<file path="src/rtl/sys_defs.sv">
// Shared fetch definitions: stage state enum, IF->IB packet and the
// J-immediate helper used by the optional JAL predecoder.
package sys_defs;

  typedef enum logic [1:0] {
    FS_REQ,
    FS_WAIT,
    FS_HOLD,
    FS_DROP
  } fetch_state_t;

  typedef struct packed {
    logic        valid;
    logic [31:0] inst;
    logic [31:0] pc;
    logic [31:0] npc;
  } IF_IB_PACKET;

  localparam logic [6:0] OP_JAL = 7'b1101111;

  function automatic logic [31:0] j_imm(input logic [31:0] inst);
    return {{12{inst[31]}}, inst[19:12], inst[20],
            inst[30:21], 1'b0};
  endfunction

endpackage

</file>
<file path="src/rtl/fetch_predecode.sv">
// Next-PC predecode: follows a JAL to its target, otherwise pc+4.
// Only instantiated when FETCH_JAL_PREDICT_EN is defined.
module fetch_predecode
  import sys_defs::*;
(
  input  logic [31:0] i_pc,
  input  logic [31:0] i_inst,
  output logic [31:0] o_npc
);

  logic w_is_jal;

  assign w_is_jal = (i_inst[6:0] == OP_JAL);
  assign o_npc    = w_is_jal ? i_pc + j_imm(i_inst)
                             : i_pc + 32'd4;

endmodule

</file>
<file path="src/rtl/fetch_stage.sv">
// Instruction fetch stage: one outstanding doubleword request, one packet.
// Optional JAL next-PC prediction under FETCH_JAL_PREDICT_EN.
module fetch_stage
  import sys_defs::*;
#(
  parameter logic [31:0] RESET_PC = 32'h0
) (
  input  logic        clock,
  input  logic        reset,
  input  logic        squash_in,
  input  logic [31:0] redirect_pc_in,
  input  logic        ib_full_in,
  output logic        mem_req_out,
  output logic [31:0] mem_addr_out,
  input  logic        mem_gnt_in,
  input  logic        mem_rvalid_in,
  input  logic [63:0] mem_rdata_in,
  output IF_IB_PACKET if_ib_packet
);

  fetch_state_t r_state, w_next;
  logic [31:0]  r_pc, w_pc_nxt;
  IF_IB_PACKET  r_pkt, w_pkt_nxt;
  logic [31:0]  w_inst;
  logic [31:0]  w_npc;

  assign w_inst = r_pc[2] ? mem_rdata_in[63:32]
                          : mem_rdata_in[31:0];

`ifdef FETCH_JAL_PREDICT_EN
  fetch_predecode u_predecode (
    .i_pc   (r_pc),
    .i_inst (w_inst),
    .o_npc  (w_npc)
  );
`else
  assign w_npc = r_pc + 32'd4;
`endif

  always_comb begin
    w_next    = r_state;
    w_pc_nxt  = r_pc;
    w_pkt_nxt = r_pkt;
    if (squash_in) begin
      w_pc_nxt        = redirect_pc_in;
      w_pkt_nxt.valid = 1'b0;
      // a granted request must still drain its response
      unique case (r_state)
        FS_REQ:  w_next = mem_gnt_in ? FS_DROP : FS_REQ;
        FS_WAIT: w_next = mem_rvalid_in ? FS_REQ : FS_DROP;
        FS_HOLD: w_next = FS_REQ;
        FS_DROP: w_next = mem_rvalid_in ? FS_REQ : FS_DROP;
        default: w_next = FS_REQ;
      endcase
    end else begin
      unique case (r_state)
        FS_REQ: begin
          if (mem_gnt_in) w_next = FS_WAIT;
        end
        FS_WAIT: begin
          if (mem_rvalid_in) begin
            w_pkt_nxt = '{valid: 1'b1, inst: w_inst,
                          pc: r_pc, npc: w_npc};
            w_next    = FS_HOLD;
          end
        end
        FS_HOLD: begin
          if (!ib_full_in) begin
            w_pc_nxt        = r_pkt.npc;
            w_pkt_nxt.valid = 1'b0;
            w_next          = FS_REQ;
          end
        end
        FS_DROP: begin
          if (mem_rvalid_in) w_next = FS_REQ;
        end
        default: w_next = FS_REQ;
      endcase
    end
  end

  always_ff @(posedge clock) begin
    if (reset) begin
      r_state <= FS_REQ;
      r_pc    <= RESET_PC;
      r_pkt   <= '0;
    end else begin
      r_state <= w_next;
      r_pc    <= w_pc_nxt;
      r_pkt   <= w_pkt_nxt;
    end
  end

  assign mem_req_out  = (r_state == FS_REQ);
  assign mem_addr_out = {r_pc[31:3], 3'b000};
  assign if_ib_packet = r_pkt;

endmodule
</file>
<file path="config.mk">
export PLATFORM = sky130hd
export DESIGN_NAME = fetch_stage
export DESIGN_NICKNAME = d
export VERILOG_FILES = /design/src/rtl/sys_defs.sv /design/src/rtl/fetch_predecode.sv /design/src/rtl/fetch_stage.sv
export SDC_FILE = /design/constraint.sdc
export NUM_CORES = 1
export LEC_CHECK = 0
export CORE_ASPECT_RATIO = 0.7
export CORE_MARGIN = 2
export CORE_UTILIZATION = 38
export DETAILED_ROUTE_END_ITERATION = 10
export GPL_ROUTABILITY_DRIVEN = 0
export PLACE_DENSITY = 0.73
export SLEW_MARGIN = 20
export SYNTH_ARGS = -nofsm -noshare
export SYNTH_HDL_FRONTEND = slang
export SYNTH_SLANG_ARGS = --single-unit
</file>
<file path="constraint.sdc">
create_clock -name clock -period 1.85 [get_ports clock]
set_input_delay 0.4625 -clock clock [delete_from_list [all_inputs] [get_ports clock]]
set_output_delay 0.4625 -clock clock [all_outputs]
set_load 0.005 [all_outputs]
</file>
* Word level (Yosys, flattened, before mapping)
Index checks and enable logic that the tools add are counted.
** Word-level totals
- Word-level logic and storage cells :: 43
- Flip-flop bits (word level) :: 131
- Bits of input ports :: 102
- Output and inout bits :: 130
** Cells by class
- Bitwise operators :: 1
- Reduce and logical (&&, ||, !) cells :: 9
- Muxes and demuxes :: 16
- Add/sub/neg operators :: 1
- Equal/unequal tests :: 10
** Operators with widths (number)
- two-way mux 32 bit :: 4
- two-way mux 97 bit :: 1
- adder 32 x 3 -> 32 bit (second input constant) :: 1
- two-way mux 2 bit :: 7
- != test 3 bit (second input constant) :: 3
- one-hot mux 2 bit (4 select lines) :: 1
- != test 2 bit (second input constant) :: 3
- one-hot mux 2 bit (3 select lines) :: 1
- AND reduction 3 bit :: 2
- == test 2 bit (second input constant) :: 2
- AND reduction 4 bit :: 1
- nonzero test 2 bit :: 2
- OR reduction 2 bit :: 2
- != test 3 x 2 -> 1 bit (second input constant) :: 1
- == test 2 x 1 -> 1 bit (second input constant) :: 1
- logical NOT 2 bit :: 1
- one-hot mux 1 bit (2 select lines) :: 1
- AND reduction 2 bit :: 1
- two-way mux 1 bit :: 1
- NOT 1 bit :: 1

* Logic depth before layout (Yosys ltp)
- Depth in word-level cells :: 4
- Gate-level depth with buffers :: 7
- Gate-level depth less buffers :: 5

* Worst setup path before layout
OpenSTA, ideal clock, no wires.
- Kind :: register to register
- Start :: reg r_pc[3]
- End :: reg r_pkt, in the netlist if_ib_packet[30]
- Slack :: 0.048 ns
- Data required time :: 1.759 ns
- Library setup time :: 0.091 ns
- Arrival time :: 1.711 ns
- Period minus slack after synthesis :: 1.802 ns
- Buffers on the path :: 1
- Stages on the path, launching flop included :: 7
- Cell sequence :: dfxtp_1 -> ha_1 -> and4_1 -> buf_6 -> nand2_1 -> or4_1 -> a311oi_1
** Between the ends
- Word-level cells in the longest chain between the ends :: 1
** Ends and longest elaborated chain
- from (decl) :: RTL line fetch_stage.sv:22 : logic [31:0] r_pc, w_pc_nxt;
- from (signal assigned) :: RTL line fetch_stage.sv:89 : r_pc <= w_pc_nxt;
- adder 32 x 3 -> 32 bit :: RTL line fetch_stage.sv:37 : assign w_npc = r_pc + 32'd4;
- to (signal assigned) :: RTL line fetch_stage.sv:90 : r_pkt <= w_pkt_nxt;
- to (decl) :: RTL line fetch_stage.sv:23 : IF_IB_PACKET r_pkt, w_pkt_nxt;
No other way between the ends.
A chain may end at the register's enable or synchronous reset.

* Worst setup path after layout
- Start :: reg r_pc[21]
- End :: out mem_addr_out[21]
** RTL lines
- to (decl) :: RTL line fetch_stage.sv:14 : output logic [31:0] mem_addr_out,
No word-level cell between the ends.

==> load_flow_metrics.sql <==
INSERT INTO impl_metrics (metric_group, metric, value, unit) VALUES
('critical_path', 'worstSetupEndpointType', 'output port', ''),
('clock_tree', 'clkSinkCount', '129', ''),
('timing', 'max_freq', '0.554', 'GHz'),
('yosys', 'synth.avg_cell_area', '8.71', 'um^2'),
('yosys', 'synth_seq_area_share', '43.3', '%'),
('die', 'initial_utilization', '38.7', '%'),
('drt', 'drc_errors', '0', ''),
('yosys', 'synthesis.yosys.warnings', '0', ''),
('power_and_ir_drop', 'power.switching_fraction', '23.5', '%'),
('worst_hold_path', 'worst_hold_path_type', 'flip-flop to flip-flop', ''),
('global_routing', 'pin_count_of_the_biggest_net_entering_global_routing', '39', ''),
('yosys', 'netlist_top_cells_area', 'dfxtp_1 (43%), mux2i_1 (11%), a211oi_1 (9.6%), nor2_1 (6.5%), nand2_1 (4.8%)', ''),
('place', 'port_buf_inserts', '228', ''),
('outcome', 'run_status', 'complete, no violations', ''),
('drt', 'routed-via-count', '5773', ''),
('final_layout', 'number_of_nets_in_the_final_layout', '1024', ''),
('place', 'placement.setup.worst_slack', '-0.395', 'ns'),
('power_and_ir_drop', 'power.ir.vdd_worst', '0.539', 'mV'),
('yosys', 'async_flop_share', '0', '%'),
('yosys', 'synth.top_cells.by_count', 'dfxtp_1 (129), nor2_1 (104), nand2_1 (77)', ''),
('drt', 'via_per_inst', '5.09', ''),
('critical_path', 'startpoint_type', 'flip-flop', ''),
('job', 'cap_violations', '0', ''),
('yosys', 'prevailing_post_synth_register_cell', 'dfxtp_1', ''),
('final_layout', 'multiInputGateArea', '2880', 'um^2'),
('drt', 'route.detailed.wl_per_inst', '16.3', 'um'),
('die', 'placementRows', '38', ''),
('power_and_ir_drop', 'power.density', '827', 'nW/um^2'),
('timing', 'worst_clock_skew', '0.0107', 'ns'),
('drt', 'drt.antenna.violating_nets', '0', ''),
('clock_tree', 'cts.root.buffer_cell', 'clkbuf_16', ''),
('critical_path', 'setup.worst_path.class', 'flip-flop to output port', ''),
('clock_tree', 'number_of_buffers_on_the_longest_clock_path', '2', ''),
('critical_path', 'critical_path_required', '1.39', 'ns'),
('power_and_ir_drop', 'cell_internal_pwr', '5.98', 'mW'),
('drt', 'drtIter0Drc', '386', ''),
('clock_tree', 'clk_pin_slew', '0.06', 'ns'),
('power_and_ir_drop', 'clock_power_share', '47.4', '%'),
('timing', 'timing.final.hold_violations', '0', ''),
('place', 'detailedPlacementHpwl', '13300', 'um'),
('yosys', 'synthMostInstantiatedCell', 'dfxtp_1', ''),
('yosys', 'synth_cell_type_count', '41', ''),
('global_routing', 'groute.usage.overall', '22.4', '%'),
('clock_tree', 'tritoncts', 'yes', ''),
('timing', 'finalMaxSlewViolations', '0', ''),
('timing', 'fin_crit_sh', '97.5', '%'),
('yosys', 'synth_largest_area_cell', 'dfxtp_1', ''),
('critical_path', 'critical_path.cell_chain', 'buf_6 > clkdlybuf4s50_1', ''),
('power_and_ir_drop', 'proportion_of_power_drawn_by_flip_flops_and_latches', '38.3', '%'),
('timing', 'rsz_0062_raised_after_global_routing', 'false', ''),
('timing', 'fin_setup_tns', '0', 'ns'),
('final_layout', 'insertedDiodeCount', '0', ''),
('drt', 'drt_wl_total', '18500', 'um'),
('die', 'pin_count', '232', ''),
('timing', 'worstMarginPinSlew', '0.614', 'ns'),
('die', 'design.die.area', '16700', 'um^2'),
('clock_tree', 'tritoncts.num_buffers', '17', ''),
('power_and_ir_drop', 'switching_power', '1.83', 'mW'),
('critical_path', 'worst-path-max-fanout', '4', ''),
('clock_tree', 'clk-insertion-delay-late', '0.41', 'ns'),
('final_layout', 'areaGrowthSynthToFinish', '58.5', '%'),
('drt', 'first_pass_iters', '4', ''),
('global_routing', 'overflow', '0', ''),
('timing', 'finalSetupViolations', '0', ''),
('yosys', 'netlist_area', '5960', 'um^2'),
('die', 'die_height', '109', 'um'),
('global_routing', 'antenna_found_initial', '0', ''),
('die', 'coreArea', '15400', 'um^2'),
('critical_path', 'crit_buf_inv', '2', ''),
('power_and_ir_drop', 'power_leakage', '3.63', 'nW'),
('critical_path', 'cpPeakStageDelay', '0.50', 'ns');
==> registers in the layout, summed over array words and instances, names as in the netlist <==
| signal | count |
|---|---|
| if_ib_packet | 95 |
| r_pc | 32 |
| r_state | 2 |
==> layout make-up <==
class	count	share of cell area, %
multi-input cells	463	30.5
well taps	200	2.65
inverters	2	0.0794
flip-flops and latches	129	27.6
clock buffers	19	4.69
clock inverters	13	2.22
repair buffers	308	32.2
==> kinds of logic (layout without fill, tap and decap cells) <==
| group | count (synthesis) | count (layout) | synth area share (%) |
|---|---|---|---|
| simple gates | 241 | 241 | 18.5 |
| compound gates | 142 | 142 | 16.3 |
| flops | 129 | 129 | 43.3 |
| buf+inv | 95 | 342 | 9.15 |
| mux | 64 | 64 | 10.7 |
| xor+xnor | 12 | 12 | 1.76 |
| fa+ha+maj | 1 | 1 | 0.210 |
| other cells | 1 | 3 | 0.0629 |
==> layout by cell type (no fill, tap or decap), types with 8 or more instances in the layout <==
cell type,n
a211oi_1,76
a21oi_1,38
buf_12,10
buf_4,64
clkbuf_16,17
clkdlybuf4s50_1,203
dfxtp_1,110
dfxtp_2,18
dlygate4sd2_1,10
dlymetal6s2s_1,13
mux2i_1,64
nand2_1,77
nand3_1,8
nand4_1,9
nor2_1,103
nor4_1,13
xor2_1,8
==> metrics by stage <==
step                      cell area [um^2]  total power, mW  instances
after global routing                  9450             8.14       1134
after floorplan                       5970             3.55        687
after detailed placement              8680             4.15       1099
after CTS                             9380             7.87       1134
after global placement                8680             4.14       1099
final                                 9450             7.81       1134
==> power groups by stage <==
stage          logic, mW  registers (mW)  clock network, mW
2_1_floorplan      0.496            3.05                  0
3_3_place_gp        1.10            3.04                  0
3_5_place_dp        1.11            3.04                  0
4_1_cts             1.13            2.98               3.76
5_1_grt             1.22            3.00               3.92
6_report            1.12            2.99               3.70
==> worst paths after layout <==
check              startpoint          endpoint  slack, ns  cells after the start
max                  r_pc[21]  mem_addr_out[21]       0.05                      2
min          if_ib_packet[40]  if_ib_packet[40]       0.45                      2
max reg2reg           r_pc[2]  if_ib_packet[26]       0.07                      7
min reg2reg  if_ib_packet[40]  if_ib_packet[40]       0.45                      2
==> repair_timing <==
action                     CTS  global route
setup endpoints to repair   22            55
resized for setup           27            28
setup buffers                3             0
pin swaps                    0             2
hold endpoints to repair     0             0
==> metal layers <==
| layer | global-route usage (%) | part of all wire (%) |
|---|---|---|
| met1 | 32.2 | 49 |
| met2 | 33.7 | 43 |
| met3 | 6.28 | 7.8 |
| met4 | 4.65 | 0.65 |
| met5 | 0 | 0 |
==> worst register-to-register path: cells and delay by family (launching register included) <==
family                     cells  cell delay (ns)
DFF                            1             0.34
and+or+nand+nor                3             0.58
AOI/OAI and AO/OA              1             0.27
adders and majority gates      1             0.19
buffers and inverters          2             0.29
(Power assumes the default switching activity.)
